File: config.mk
export PLATFORM = sky130hd
export DESIGN_NAME = multdiv_fault_sched
export DESIGN_NICKNAME = d
export VERILOG_FILES = /design/src/rtl/multdiv_sched_pkg.sv /design/src/rtl/multdiv_vote3.sv /design/src/rtl/multdiv_fault_sched.sv
export SDC_FILE = /design/constraint.sdc
export NUM_CORES = 1
export LEC_CHECK = 0
export ABC_CLOCK_PERIOD_IN_PS = 2150
export CORE_UTILIZATION = 42
export CTS_BUF_LIST = sky130_fd_sc_hd__clkbuf_4 sky130_fd_sc_hd__clkbuf_8
export DETAILED_ROUTE_END_ITERATION = 10
export HOLD_SLACK_MARGIN = 0.15
export PLACE_DENSITY = 0.86
export SKIP_LAST_GASP = 1
export SYNTH_ARGS = -nofsm -noshare
export SYNTH_HDL_FRONTEND = slang
export SYNTH_SLANG_ARGS = --single-unit
File: constraint.sdc
create_clock -name clock -period 2.15 [get_ports clock]
set_clock_uncertainty 0.15 [all_clocks]
set_input_delay 0.5375 -clock clock [delete_from_list [all_inputs] [get_ports clock]]
set_output_delay 0.5375 -clock clock [all_outputs]
set_load 0.02 [all_outputs]
File: src/rtl/multdiv_sched_pkg.sv
// multdiv_sched_pkg: shared state encoding, opcode constants, default pass
// latency and the capture-slot layout used by the multdiv fault scheduler.
package multdiv_sched_pkg;

    localparam int unsigned LATENCY_DEF = 2;
    localparam int unsigned RES_W       = 32;
    localparam int unsigned SLOT_W      = RES_W + 1;

    localparam logic OP_MULT = 1'b0;
    localparam logic OP_DIV  = 1'b1;

    typedef enum logic [2:0] {
        ST_IDLE  = 3'd0,
        ST_PASS0 = 3'd1,
        ST_PASS1 = 3'd2,
        ST_PASS2 = 3'd3,
        ST_RESP  = 3'd4
    } state_e;

    // One pass result as captured from the datapath.
    typedef struct packed {
        logic [RES_W-1:0] result;
        logic             exc;
    } slot_t;

endpackage

File: src/rtl/multdiv_vote3.sv
// multdiv_vote3: combinational bitwise majority of three capture slots plus
// pairwise-mismatch flags.
//   slot0/1/2 : packed slot_t images of the three passes
//   maj_c     : bitwise majority (result and exc voted together)
//   mmXY_c    : slot X differs from slot Y
module multdiv_vote3
    import multdiv_sched_pkg::*;
(
    input  logic [SLOT_W-1:0] slot0,
    input  logic [SLOT_W-1:0] slot1,
    input  logic [SLOT_W-1:0] slot2,
    output logic [SLOT_W-1:0] maj_c,
    output logic              mm01_c,
    output logic              mm02_c,
    output logic              mm12_c
);

    assign maj_c  = (slot0 & slot1) | (slot0 & slot2) | (slot1 & slot2);
    assign mm01_c = (slot0 != slot1);
    assign mm02_c = (slot0 != slot2);
    assign mm12_c = (slot1 != slot2);

endmodule

File: src/rtl/multdiv_fault_sched.sv
// multdiv_fault_sched: runs one mult/div request through the shared datapath
// in time-redundant passes and compares the pass results to detect transient
// faults. Optional macro MULTDIV_VOTE_EN adds a third pass with majority vote.
//   clock/aclr_n     : clock, async active-low reset
//   req_*            : request handshake, op, operands, per-pass inject mask
//   resp_*           : response handshake, result, exception and fault flags
//   fault_count      : saturating count of faulty responses
//   dp_*             : operand/flip drive to the datapath and its results
module multdiv_fault_sched
    import multdiv_sched_pkg::*;
#(
    parameter int unsigned LATENCY = LATENCY_DEF,
    parameter int unsigned CNT_W   = 16
)(
    input  logic             clock,
    input  logic             aclr_n,
    input  logic             req_valid,
    output logic             req_ready,
    input  logic             req_op,
    input  logic [31:0]      req_a,
    input  logic [15:0]      req_b,
    input  logic [2:0]       req_inject,
    output logic             resp_valid,
    input  logic             resp_ready,
    output logic [31:0]      resp_result,
    output logic             resp_exception,
    output logic             resp_fault,
    output logic             resp_corrected,
    output logic             resp_uncorrectable,
    output logic [CNT_W-1:0] fault_count,
    output logic [31:0]      dp_operandA,
    output logic [15:0]      dp_operandB,
    output logic             dp_ctrl_flip,
    input  logic [31:0]      dp_mul_result,
    input  logic             dp_mul_exc,
    input  logic [31:0]      dp_div_result
);

    localparam int unsigned CYC_W = (LATENCY > 1) ? $clog2(LATENCY) : 1;

    state_e           state_q, state_d;
    logic [CYC_W-1:0] cnt_q, cnt_d;
    logic             op_q, op_d;
    logic [31:0]      op_a_q, op_a_d;
    logic [15:0]      op_b_q, op_b_d;
    logic [2:0]       inject_q, inject_d;
    logic             flip_q, flip_d;
    slot_t            slot0_q, slot0_d;
    logic             req_ready_q, req_ready_d;
    logic             resp_valid_q, resp_valid_d;
    logic [31:0]      resp_result_q, resp_result_d;
    logic             resp_exc_q, resp_exc_d;
    logic             resp_fault_q, resp_fault_d;
    logic             resp_uncorr_q, resp_uncorr_d;
    logic [CNT_W-1:0] fault_count_q, fault_count_d;

    slot_t            cap;
    logic             last_cyc;

    // Datapath result of the current pass, selected by the latched op.
    assign cap.result = (op_q == OP_MULT) ? dp_mul_result : dp_div_result;
    assign cap.exc    = (op_q == OP_MULT) ? dp_mul_exc : 1'b0;
    assign last_cyc   = (cnt_q == CYC_W'(LATENCY - 1));

`ifdef MULTDIV_VOTE_EN
    slot_t             slot1_q, slot1_d;
    logic              resp_corr_q, resp_corr_d;
    logic [SLOT_W-1:0] maj_c;
    slot_t             maj_s;
    logic              mm01_c, mm02_c, mm12_c;

    // Third slot is the live capture, voted on the PASS2 capture edge.
    multdiv_vote3 u_vote (
        .slot0  (SLOT_W'(slot0_q)),
        .slot1  (SLOT_W'(slot1_q)),
        .slot2  (SLOT_W'(cap)),
        .maj_c  (maj_c),
        .mm01_c (mm01_c),
        .mm02_c (mm02_c),
        .mm12_c (mm12_c)
    );
    assign maj_s          = slot_t'(maj_c);
    assign resp_corrected = resp_corr_q;
`else
    logic unused_inject2;
    assign unused_inject2 = inject_q[2];
    assign resp_corrected = 1'b0;
`endif

    // Next-state and registered-output logic.
    always_comb begin
        state_d       = state_q;
        cnt_d         = cnt_q;
        op_d          = op_q;
        op_a_d        = op_a_q;
        op_b_d        = op_b_q;
        inject_d      = inject_q;
        flip_d        = 1'b0;
        slot0_d       = slot0_q;
        req_ready_d   = req_ready_q;
        resp_valid_d  = resp_valid_q;
        resp_result_d = resp_result_q;
        resp_exc_d    = resp_exc_q;
        resp_fault_d  = resp_fault_q;
        resp_uncorr_d = resp_uncorr_q;
        fault_count_d = fault_count_q;
`ifdef MULTDIV_VOTE_EN
        slot1_d       = slot1_q;
        resp_corr_d   = resp_corr_q;
`endif

        case (state_q)
            ST_IDLE: begin
                if (req_valid) begin
                    op_d          = req_op;
                    op_a_d        = req_a;
                    op_b_d        = req_b;
                    inject_d      = req_inject;
                    req_ready_d   = 1'b0;
                    cnt_d         = '0;
                    resp_fault_d  = 1'b0;
                    resp_uncorr_d = 1'b0;
`ifdef MULTDIV_VOTE_EN
                    resp_corr_d   = 1'b0;
`endif
                    if (req_op == OP_DIV && req_b == 16'd0) begin
                        // Result is settled here; RESP raises valid one cycle later.
                        state_d       = ST_RESP;
                        resp_result_d = 32'd0;
                        resp_exc_d    = 1'b1;
                    end else begin
                        state_d = ST_PASS0;
                        flip_d  = req_inject[0];
                    end
                end
            end

            ST_PASS0: begin
                flip_d = inject_q[0];
                cnt_d  = cnt_q + CYC_W'(1);
                if (last_cyc) begin
                    slot0_d = cap;
                    cnt_d   = '0;
                    state_d = ST_PASS1;
                    flip_d  = inject_q[1];
                end
            end

            ST_PASS1: begin
                flip_d = inject_q[1];
                cnt_d  = cnt_q + CYC_W'(1);
                if (last_cyc) begin
                    cnt_d = '0;
                    if (cap == slot0_q) begin
                        state_d       = ST_RESP;
                        resp_valid_d  = 1'b1;
                        resp_result_d = cap.result;
                        resp_exc_d    = cap.exc;
                    end else begin
`ifdef MULTDIV_VOTE_EN
                        slot1_d = cap;
                        state_d = ST_PASS2;
                        flip_d  = inject_q[2];
`else
                        state_d       = ST_RESP;
                        resp_valid_d  = 1'b1;
                        resp_result_d = slot0_q.result;
                        resp_exc_d    = slot0_q.exc;
                        resp_fault_d  = 1'b1;
                        resp_uncorr_d = 1'b1;
`endif
                    end
                end
            end

`ifdef MULTDIV_VOTE_EN
            ST_PASS2: begin
                flip_d = inject_q[2];
                cnt_d  = cnt_q + CYC_W'(1);
                if (last_cyc) begin
                    cnt_d         = '0;
                    state_d       = ST_RESP;
                    resp_valid_d  = 1'b1;
                    resp_result_d = maj_s.result;
                    resp_exc_d    = maj_s.exc;
                    resp_fault_d  = 1'b1;
                    resp_corr_d   = 1'b1;
                    resp_uncorr_d = mm01_c & mm02_c & mm12_c;
                end
            end
`endif

            ST_RESP: begin
                resp_valid_d = 1'b1;
                if (resp_valid_q && resp_ready) begin
                    resp_valid_d = 1'b0;
                    req_ready_d  = 1'b1;
                    state_d      = ST_IDLE;
                    if (resp_fault_q && fault_count_q != {CNT_W{1'b1}}) begin
                        fault_count_d = fault_count_q + CNT_W'(1);
                    end
                end
            end

            default: state_d = ST_IDLE;
        endcase
    end

    // State and output registers.
    always_ff @(posedge clock or negedge aclr_n) begin
        if (!aclr_n) begin
            state_q       <= ST_IDLE;
            cnt_q         <= '0;
            op_q          <= OP_MULT;
            op_a_q        <= '0;
            op_b_q        <= '0;
            inject_q      <= '0;
            flip_q        <= 1'b0;
            slot0_q       <= '0;
            req_ready_q   <= 1'b1;
            resp_valid_q  <= 1'b0;
            resp_result_q <= '0;
            resp_exc_q    <= 1'b0;
            resp_fault_q  <= 1'b0;
            resp_uncorr_q <= 1'b0;
            fault_count_q <= '0;
`ifdef MULTDIV_VOTE_EN
            slot1_q       <= '0;
            resp_corr_q   <= 1'b0;
`endif
        end else begin
            state_q       <= state_d;
            cnt_q         <= cnt_d;
            op_q          <= op_d;
            op_a_q        <= op_a_d;
            op_b_q        <= op_b_d;
            inject_q      <= inject_d;
            flip_q        <= flip_d;
            slot0_q       <= slot0_d;
            req_ready_q   <= req_ready_d;
            resp_valid_q  <= resp_valid_d;
            resp_result_q <= resp_result_d;
            resp_exc_q    <= resp_exc_d;
            resp_fault_q  <= resp_fault_d;
            resp_uncorr_q <= resp_uncorr_d;
            fault_count_q <= fault_count_d;
`ifdef MULTDIV_VOTE_EN
            slot1_q       <= slot1_d;
            resp_corr_q   <= resp_corr_d;
`endif
        end
    end

    assign req_ready          = req_ready_q;
    assign resp_valid         = resp_valid_q;
    assign resp_result        = resp_result_q;
    assign resp_exception     = resp_exc_q;
    assign resp_fault         = resp_fault_q;
    assign resp_uncorrectable = resp_uncorr_q;
    assign fault_count        = fault_count_q;
    assign dp_operandA        = op_a_q;
    assign dp_operandB        = op_b_q;
    assign dp_ctrl_flip       = flip_q;

endmodule

==> results.yml <==
grt:
  grt-busiest-layer: "met2"
  grtUsageTotal_pct: 22.5
  grt-ovfl-total: 0
  use_met3_pct: 5.77
  grt_pass1_vias: 5272
  antenna_found_initial: 0
  grtUsageMet1_pct: 25.6
  grt_start_max_net_pins: 67
  grt_pass1_wl_um: 25800
  grt_use_met2_pct: 39.1
setup_path:
  cp-endpoint: "resp_uncorrectable"
  start_kind: "flop"
  reg2reg_to: "resp_uncorrectable"
  crit_fanout: 5
  crit_arrival_ns: 2.61
  crit_type: "flop to flop"
  ff2ff_path_depth: 8
  crit_required_ns: 2.32
  crit_start: "op_q"
  r2r_slack_ns: -0.28
  r2r_start: "op_q"
  setup.worst_path.end_class: "flop"
power:
  powerDensity_nw_per_um2: 1420
  p_sw_mw: 5.15
  power_frac_seq_pct: 33.5
  intPower_mw: 8.79
  total_power_mw: 13.9
  ir_worst_vdd_mv: 0.690
  leakagePower_nw: 4.59
  pwr-share-comb_pct: 49.5
  clockPowerShare_pct: 17.1
  sw_frac_of_total_pct: 37.0
sta:
  slew_viol_final: 0
  finalSetupTns_ns: -0.283
  fmax_ghz: 0.411
  hold_violations: 0
  fin_ws_ns: -0.283
  setup_viol: 1
  post-route-period-util_pct: 113
  rsz0062_at_grt: "true"
  post-route-min-period_ns: 2.43
routing:
  viasPerCell: 5.38
  ant_nets: 0
  wl_per_cell_um: 18.6
  remaining_drc_errors: 0
  dr.pass1.iters: 5
  drt_iter0_drc: 306
  num_vias: 5187
  finalWirelength_um: 17900
synth:
  synth_top_area_cell: "dfrtp_1"
  yosys.area.top_type_share_pct: 56.3
  synthCells: 512
  synth.avg_cell_area_um2: 12.2
  synth-edff-count: 0
  synthTopCellsByArea: "dfrtp_1 (56%), mux2_2 (9.2%), xnor2_1 (5.6%), a22o_1 (4.6%), mux2i_1 (4.2%)"
  synthesis.area_um2: 6220
  synth_seq_area_share_pct: 56.7
  synth_warnings: 0
  async_flop_share_pct: 100
  ys_ff_latch: 141
  ys.flop_type: "dfrtp_1"
  syn_nets: 634
  synth_cell_types: 45
cells_and_area:
  seq_area_um2: 3530
  nFillCells: 992
  fin_util_pct: 67.7
  drive_gt1_share_pct: 22.2
  antenna_cells: 0
  nNetsFinal: 892
  most-common-layout-cells: "dfrtp_1 (139), clkdlybuf4s50_1 (139), mux2_2 (51), nor2_1 (49), dlygate4sd2_1 (48)"
  multi_input_area_um2: 2750
  area_growth_pct: 57.5
  design_area_um2: 9800
placed_design:
  io_buffers: 221
  dp_slack_ns: -0.697
  place_hpwl_um: 12100
  gp_congestion: 0.877
  dpl_cell_area_um2: 8930
clock_network:
  cts_buffer_depth: 2
  ctsHtreeMaxLevel: 4
  cts_tree: "built"
  numCtsBuffers: 17
  clk_pin_slew_ns: 0.07
  root_buffer: "clkbuf_8"
  cts.sinks: 141
  clock_latency_ns: 0.44
floorplan:
  dieArea_um2: 15300
  dieHeight_um: 124
  start_util_pct: 43.0
  core_region_area_um2: 14500
  std_cell_rows: 44
  io_pins: 224
  die_w_um: 124
status:
  failed_checks: "setup timing"
  status: "finished with violations"
job:
  cap_violations: 0
min_path:
  hold_path.class: "primary input to flop"
-- cells in the mapped netlist, types with 2 or more instances --
master / count
buf_6: 2
nor3b_1: 2
buf_2: 4
or3_1: 3
a22o_1: 33
a21oi_1: 38
nor2_1: 51
mux2i_2: 6
and4_1: 4
nand3b_1: 3
clkbuf_1: 23
or2_2: 2
inv_1: 5
mux2_2: 51
xnor2_1: 40
mux2i_1: 26
nand4_1: 7
nand2_1: 12
a31oi_1: 2
and2_1: 2
nor4_1: 9
and3_1: 3
xor2_1: 8
dfrtp_1: 140
nand3_1: 4
a211oi_1: 4
buf_4: 2
nor3_1: 7
o21ai_0: 3
-- kinds of logic (layout without fill, tap and decap cells) --
group                    Yosys count  in the layout  synth area share, %
other                              1              1               0.0603
buffers and inverters             38            307                 3.00
XOR/XNOR                          48             48                 6.76
multiplexers                      83             83                 14.7
flip-flops                       141            141                 56.7
adder cells (fa/ha/maj)            1              1                0.201
AND/OR/NAND/NOR                  115            115                 9.27
AO/OA/AOI/OAI                     85             85                 9.25
-- worst max-delay path: stages (launching register included) --
cell and delay [ns]:
dfrtp_2 0.43, buf_12 0.16, clkbuf_16 0.16, mux2i_2 0.25
xnor2_1 0.14, nor4_2 0.34, nand4_1 0.13, or3_4 0.38
a22o_1 0.18
-- routing by layer --
layer / routed length, um / share of wire (%)
met1: 6720 / 38
met2: 9190 / 51
met3: 1430 / 8.0
met4: 565 / 3.2
met5: 0 / 0
-- power groups by stage --
stage / logic, mW / registers (mW) / clock network, mW
2_1_floorplan: 2.75 / 5.46 / 0
3_3_place_gp: 6.22 / 4.63 / 0
3_5_place_dp: 6.43 / 4.69 / 0
4_1_cts: 6.57 / 4.66 / 2.42
5_1_grt: 7.33 / 4.79 / 2.52
6_report: 6.89 / 4.66 / 2.38
-- registers in the layout, indices dropped and copies added, names as in the netlist --
signal and cells:
cnt_q 1, dp_ctrl_flip 1, dp_operandA 32, dp_operandB 16, fault_count 16, inject_q 2
op_q 1, req_ready 1, resp_exception 1, resp_result 32, resp_uncorrectable 1, resp_valid 1
slot0_q 33, state_q 3
-- what timing repair did --
action,4_1_cts,5_1_grt
pin swaps,10,13
gates resized for setup,70,53
cloned,3,2
buffers inserted,2,2
hold endpoints to repair,42,0
endpoints found under the setup margin,76,58
hold buffers,1,0
-- how the worst min path moves through the flow --
stage                     from         endpoint  slack [ns]  cells past startpoint
5_1_grt               req_b[1]   dp_operandB[1]        0.25                      2
3_3_place_gp    fault_count[9]   fault_count[9]        0.33                      1
2_1_floorplan           aclr_n            cnt_q        0.09                      0
6_report             req_b[10]  dp_operandB[10]        0.26                      2
4_1_cts               req_b[0]   dp_operandB[0]        0.32                      2
3_5_place_dp   resp_result[17]  resp_result[17]        0.33                      1
-- area by class of cell --
cell class	count	area share (%)
repair buffers	272	28.9
multi-input cells	333	28.0
flip-flops and latches	141	36.0
well taps	184	2.35
clock inverters	12	1.99
clock buffers	18	2.53
inverters	5	0.191
-- stage by stage --
step           hold WS [ns]  cells
2_1_floorplan        0.0919    512
3_3_place_gp          0.329    927
3_5_place_dp          0.331    927
4_1_cts               0.321    963
5_1_grt               0.247    965
6_report              0.263    965
No activity file was read; power rests on OpenSTA's default activity.
